`src/rtl/control_fsm.sv`:
```
// Multi-cycle CPU control sequencer: fetch, decode/execute, bus wait with timeout,
// fault capture and a retired-instruction counter.
module control_fsm #(
  parameter int TIMEOUT = 255,
  parameter int RET_W   = 32
) (
  input  logic             clk,
  input  logic             rst_n,
  input  logic             run,
  input  logic             fault_clr,
  input  logic             BUS_rdata_valid,
  input  logic             BUS_write_done,
  input  logic             alu_zero,
  input  logic [7:0]       ins_op,
  output logic [2:0]       state,
  output logic             ins_reg_en,
  output logic             reg_wen,
  output logic [1:0]       reg_CS,
  output logic             PC_EN,
  output logic [1:0]       PC_mode,
  output logic             ALU_mode,
  output logic             ALU_CS2,
  output logic             BUS_ADDR_CS,
  output logic             BUS_mode,
  output logic             BUS_start_transaction,
  output logic             fault,
  output logic [1:0]       fault_code,
  output logic [RET_W-1:0] retired
);

  typedef enum logic [2:0] {
    S_IDLE  = 3'd0,
    S_IF1   = 3'd1,
    S_IF2   = 3'd2,
    S_EX1   = 3'd3,
    S_EX2   = 3'd4,
    S_EX3   = 3'd5,
    S_FAULT = 3'd7
  } state_t;

  // Counter value seen in the last permitted wait cycle.
  localparam logic [15:0] WAIT_LAST = 16'(TIMEOUT - 1);
  localparam logic [RET_W-1:0] RET_ONE = {{(RET_W-1){1'b0}}, 1'b1};

  state_t           state_reg, state_next;
  logic [15:0]      wait_reg, wait_next;
  logic [1:0]       fault_code_reg, fault_code_next;
  logic             is_sw_reg, is_sw_next;
  logic [RET_W-1:0] retired_reg;
  logic             retire;
  logic             op_onehot;

  assign op_onehot  = (ins_op != 8'd0) && ((ins_op & (ins_op - 8'd1)) == 8'd0);
  assign state      = state_reg;
  assign fault      = (state_reg == S_FAULT);
  assign fault_code = fault_code_reg;
  assign retired    = retired_reg;

  always_ff @(posedge clk) begin
    if (!rst_n) begin
      state_reg      <= S_IDLE;
      wait_reg       <= 16'd0;
      fault_code_reg <= 2'd0;
      is_sw_reg      <= 1'b0;
      retired_reg    <= '0;
    end else begin
      state_reg      <= state_next;
      wait_reg       <= wait_next;
      fault_code_reg <= fault_code_next;
      is_sw_reg      <= is_sw_next;
      if (retire) retired_reg <= retired_reg + RET_ONE;
    end
  end

  always_comb begin
    state_next            = state_reg;
    wait_next             = wait_reg;
    fault_code_next       = fault_code_reg;
    is_sw_next            = is_sw_reg;
    retire                = 1'b0;
    ins_reg_en            = 1'b0;
    reg_wen               = 1'b0;
    reg_CS                = 2'd0;
    PC_EN                 = 1'b0;
    PC_mode               = 2'd0;
    ALU_mode              = 1'b0;
    ALU_CS2               = 1'b0;
    BUS_ADDR_CS           = 1'b0;
    BUS_mode              = 1'b0;
    BUS_start_transaction = 1'b0;

    case (state_reg)
      S_IDLE: if (run) state_next = S_IF1;
      S_IF1: begin
        BUS_start_transaction = 1'b1;
        wait_next             = 16'd0;
        state_next            = S_IF2;
      end
      S_IF2: begin
        if (BUS_rdata_valid) begin
          ins_reg_en = 1'b1;
          PC_EN      = 1'b1;
          wait_next  = 16'd0;
          state_next = S_EX1;
        end else if (wait_reg == WAIT_LAST) begin
          fault_code_next = 2'd1;
          state_next      = S_FAULT;
        end else begin
          wait_next = wait_reg + 16'd1;
        end
      end
      S_EX1: begin
        if (!op_onehot) begin
          fault_code_next = 2'd3;
          state_next      = S_FAULT;
        end else if (ins_op[2] || ins_op[3]) begin
          BUS_start_transaction = 1'b1;
          BUS_ADDR_CS           = 1'b1;
          ALU_CS2               = 1'b1;
          BUS_mode              = ins_op[2];
          is_sw_next            = ins_op[2];
          wait_next             = 16'd0;
          state_next            = S_EX2;
        end else begin
          retire = 1'b1;
          if (ins_op[0] || ins_op[1] || ins_op[4]) begin
            reg_wen  = 1'b1;
            ALU_mode = ins_op[1];
            ALU_CS2  = ins_op[4];
          end else if (ins_op[5]) begin
            reg_wen = 1'b1;
            reg_CS  = 2'd2;
          end else if (ins_op[6]) begin
            reg_wen = 1'b1;
            reg_CS  = 2'd3;
            PC_EN   = 1'b1;
            PC_mode = 2'd1;
          end else begin
            ALU_mode = 1'b1;
            PC_EN    = alu_zero;
            PC_mode  = 2'd2;
          end
        end
      end
      S_EX2: begin
        BUS_ADDR_CS = 1'b1;
        BUS_mode    = is_sw_reg;
        // Only the response matching the pending access counts.
        if (is_sw_reg ? BUS_write_done : BUS_rdata_valid) begin
          if (is_sw_reg) retire = 1'b1;
          else state_next = S_EX3;
        end else if (wait_reg == WAIT_LAST) begin
          fault_code_next = 2'd2;
          state_next      = S_FAULT;
        end else begin
          wait_next = wait_reg + 16'd1;
        end
      end
      S_EX3: begin
        reg_wen = 1'b1;
        reg_CS  = 2'd1;
        retire  = 1'b1;
      end
      S_FAULT: begin
        if (fault_clr) begin
          fault_code_next = 2'd0;
          state_next      = S_IDLE;
        end
      end
      default: state_next = S_IDLE;
    endcase

    if (retire) state_next = run ? S_IF1 : S_IDLE;
  end

endmodule
```
`config.mk`:
```
export PLATFORM = sky130hd
export DESIGN_NAME = control_fsm
export DESIGN_NICKNAME = d
export VERILOG_FILES = /design/src/rtl/control_fsm.sv
export SDC_FILE = /design/constraint.sdc
export NUM_CORES = 1
export LEC_CHECK = 0
export ABC_AREA = 0
export CORE_MARGIN = 10
export CORE_UTILIZATION = 46
export DETAILED_ROUTE_END_ITERATION = 8
export PLACE_DENSITY_LB_ADDON = 0.1
export SETUP_SLACK_MARGIN = 0.4
export SLEW_MARGIN = 25
export SYNTH_ARGS = -nofsm -noshare
export SYNTH_HDL_FRONTEND = slang
export SYNTH_SLANG_ARGS = --single-unit
export TNS_END_PERCENT = 100
```
`constraint.sdc`:
```
create_clock -name clk -period 2.4 [get_ports clk]
set_clock_uncertainty 0.15 [all_clocks]
set_input_delay 0.36 -clock clk [delete_from_list [all_inputs] [get_ports clk]]
set_output_delay 0.36 -clock clk [all_outputs]
set_load 0.01 [all_outputs]
```
==> impl_results.rst <==
.. list-table::
   :header-rows: 1

   * - Metric
     - Value
   * - Run status
     - complete, but fails checks
   * - Failing checks
     - setup timing
   * - Sequential area share after synthesis
     - 34.6%
   * - Total negative slack
     - -0.0303 ns
   * - Core Box Area
     - between 6000 and 7000 um2
   * - Clock root buffer
     - sky130_fd_sc_hd__clkbuf_8
   * - Setup repair after global routing missed its margin
     - yes
   * - Top-Level Pins
     - 65
   * - Clk buf depth
     - 2
   * - Die Outline Area
     - 10,500 um2
   * - CTS tree
     - yes
   * - Worst Hold Slack
     - about 0.34 ns
   * - Delay of the slowest critical-path stage
     - 0.55 ns
   * - Overall power after layout
     - 2.23 mW
   * - Dominant synthesized flop cell
     - sky130_fd_sc_hd__dfxtp_1
   * - Antenna violation net count after detailed routing
     - 0
   * - Standard-cell rows
     - 29
   * - Share of layout cells above drive strength 1
     - a little over two fifths
   * - Proportion of register bits with asynchronous set or reset after synthesis
     - 0%
   * - Achievable clock frequency
     - 413 MHz
   * - Clock latency on the worst-skew pair
     - approximately 0.32 ns
   * - Global route total overflow
     - 0
   * - Overall die width
     - slightly above 100 um
   * - Synth cell types
     - 54
   * - Port-buffer cells
     - 64
   * - Detailed-route vias per instance
     - 6.20
   * - Signal arrival time at the worst endpoint
     - 2.53 ns
   * - Number of warning messages in the yosys log
     - 0
   * - Cell Pwr Density
     - between 400 and 500 nW/um2
   * - Slew at the pin closest to its max-slew limit
     - 0.580 ns
   * - Post-detailed-placement half-perimeter wirelength
     - roughly 7.2 mm
   * - Combined buffer and inverter count along the critical path
     - 4
   * - Post-Syn Instances
     - around 400
   * - Via count of the routed design
     - 3,861
   * - Initial antenna violation count
     - 0
   * - Worst path most repeated cell
     - sky130_fd_sc_hd__buf_6
   * - Number of violations of the max-capacitance limit
     - 0
   * - Synthesized area
     - around 3100 um2
   * - CTS Buf Count
     - 5
   * - Synthesized netlist net count
     - roughly 420
   * - Antenna diode count
     - 0
   * - Worst-case headroom to the max-slew limit
     - 61.0%
   * - Finished Layout Cells
     - just over 600
   * - Kind of cell adding the most delay to the critical path
     - simple AND/OR/NAND/NOR gates
   * - Req. time, crit path
     - 2.51 ns
   * - Average wire per cell in the routed design
     - just under 20 um
   * - Starting Density
     - between 40% and 50%
   * - Wire length after detailed routing
     - between 10 and 15 mm
   * - Number of cells in the design after placement
     - 578
   * - Setup Slack @ Placement
     - -0.664 ns
   * - H-Tree Depth
     - 2
   * - Post-layout nets
     - approximately 560
   * - Sinks on Clock Net
     - 54
   * - Final setup slack of the worst path
     - -0.0225 ns
   * - Time the final worst path needs with I/O delays and setup
     - 2.42 ns
   * - Vertical die dimension
     - 102 um
   * - Post-Layout Inst Area
     - 5350 um2
   * - Series of cell instances along the critical path
     - buf_6, maj3_2, o31a_1, nor3_4, buf_6, buf_6, buf_8, a41oi_4, or4_4, a21oi_1
   * - Hold/Removal Path Class
     - input port to flip-flop
   * - Iteration-0 DRC Markers
     - 195
   * - First drt pass iteration count
     - 6
   * - Worst-path maximum fanout
     - 8
   * - Number of failing hold endpoints at the final stage
     - 0
   * - Number of flops mapped to enable cells by yosys
     - 0
   * - Final core area utilization
     - 82.4%
   * - DP Area
     - 4340 um2
   * - Worst Path Class, Setup
     - input port to flip-flop
   * - Total global-route track usage
     - approximately a fifth
   * - Number of synthesized register bits
     - 54
   * - Slowest CP cell
     - sky130_fd_sc_hd__or4_4
   * - Number of flip-flops in the largest register
     - 32
   * - Global-route wire length before repair
     - about 17 mm
   * - Pin count of the biggest net entering global routing
     - 32
   * - Final estimated routing congestion in global placement
     - 0.940
   * - Leakage power figure
     - 1.99 nW
   * - Final Slew Violations
     - 0
   * - Launching element type of the critical path
     - input port
   * - Clock transition at the register clock pins on the worst setup and hold paths after CTS
     - 0.12 ns
   * - Sort of element at the end of the critical path
     - flip-flop
   * - Syn-to-layout area delta
     - 71.0%
   * - Residual DRC count
     - 0
   * - Via count of the first global-routing pass
     - about 3,600
   * - Average cell area after synthesis
     - 7.88 um2
   * - Final number of setup-violating endpoints
     - 2
   * - Final period util
     - 101%
   * - Largest voltage drop on the vdd net
     - 0.000348 V
## where the power goes
part	internal [mW]	switching, mW
registers	0.922	0.0203
logic	0.359	0.364
clock network	0.217	0.349
## area by class of cell
class,instances,area [um2]
clock buffer,5,68.8
clock inverter,3,27.5
fill,379,1150
inverter,18,67.6
multi-input combinational,308,2460
sequential,54,1100
tap,77,96.3
timing repair buffer,158,1520
## repair_timing
action,in CTS,in global routing
gates resized for setup,137,88
hold buffers,0,0
setup endpoints to repair,67,67
gates cloned,3,1
buffers inserted,14,19
pin swaps,44,36
## final timing paths
check	cells after the start	slack (ns)	to	start
worst max-delay path	10	-0.02	retired[30]$_SDFFE_PN0P_	ins_op[4]
worst min-delay path	4	0.34	is_sw_reg$_SDFFE_PN0P_	ins_op[3]
worst max register to register	8	0.07	retired[30]$_SDFFE_PN0P_	state[1]$_SDFFE_PN0P_
worst min register to register	2	0.36	retired[31]$_SDFFE_PN0P_	retired[31]$_SDFFE_PN0P_
## layer usage
layer | up-vias | routed length, um | GRT usage [%]
met5 | - | 0 | 0
met4 | 0 | 323 | 7.27
met3 | 31 | 876 | 4.79
met2 | 174 | 6040 | 35.6
met1 | 1871 | 4760 | 23.3
li1 | 1785 | - | -
## logic make-up (layout without fill, tap and decap cells)
group | Yosys count | in the layout | synth area share [%]
buffers and inverters | 36 | 184 | 4.48
DFF | 54 | 54 | 34.6
muxes | 4 | 4 | 1.32
AOI/OAI and AO/OA | 110 | 111 | 23.0
adders and majority gates | 4 | 4 | 1.56
xor gates and xnor gates | 13 | 13 | 3.64
and+or+nand+nor | 176 | 176 | 31.5
## cell usage after synthesis, types with 4 or more instances
cell | instances | area [um2]
sky130_fd_sc_hd__a21oi_1 | 40 | 200
sky130_fd_sc_hd__and2_1 | 4 | 25.0
sky130_fd_sc_hd__and3_1 | 10 | 62.6
sky130_fd_sc_hd__buf_2 | 4 | 20.0
sky130_fd_sc_hd__clkbuf_1 | 12 | 45.0
sky130_fd_sc_hd__dfxtp_1 | 54 | 1080
sky130_fd_sc_hd__inv_1 | 17 | 63.8
sky130_fd_sc_hd__nand2_1 | 34 | 128
sky130_fd_sc_hd__nand2b_1 | 7 | 43.8
sky130_fd_sc_hd__nand3_1 | 16 | 80.1
sky130_fd_sc_hd__nand4_1 | 14 | 87.6
sky130_fd_sc_hd__nor2_1 | 26 | 97.6
sky130_fd_sc_hd__nor3_1 | 10 | 50.1
sky130_fd_sc_hd__nor4_1 | 6 | 37.5
sky130_fd_sc_hd__o211ai_1 | 8 | 60.1
sky130_fd_sc_hd__o21ai_0 | 24 | 120
sky130_fd_sc_hd__o31ai_1 | 13 | 97.6
sky130_fd_sc_hd__or3_1 | 17 | 106
sky130_fd_sc_hd__or4_1 | 18 | 135
sky130_fd_sc_hd__xor2_1 | 10 | 87.6
## worst register-to-register path: stages, from the launching register on
cell                      delay [ns]
sky130_fd_sc_hd__dfxtp_2        0.36
sky130_fd_sc_hd__nand2_1        0.19
sky130_fd_sc_hd__nor3_4         0.27
sky130_fd_sc_hd__buf_6          0.14
sky130_fd_sc_hd__buf_6          0.10
sky130_fd_sc_hd__buf_8          0.12
sky130_fd_sc_hd__a41oi_4        0.23
sky130_fd_sc_hd__or4_4          0.55
sky130_fd_sc_hd__a21oi_1        0.17
## layout by cell type (no fill, tap or decap), drive strengths merged, types with 4 or more instances in the layout
| cell | count |
|---|---|
| nand2 | 34 |
| nand2b | 8 |
| nand3 | 16 |
| dfxtp | 54 |
| nor2 | 26 |
| nor3 | 11 |
| o211ai | 8 |
| clkdlybuf4s50 | 42 |
| o21ai | 25 |
| clkbuf | 7 |
| or4 | 18 |
| o31ai | 13 |
| or3 | 17 |
| inv | 19 |
| xor2 | 10 |
| and3 | 10 |
| and2 | 4 |
| nand4 | 14 |
| nor4 | 7 |
| buf | 110 |
| a21oi | 40 |
Note: power is estimated with default switching activity, not from simulation.
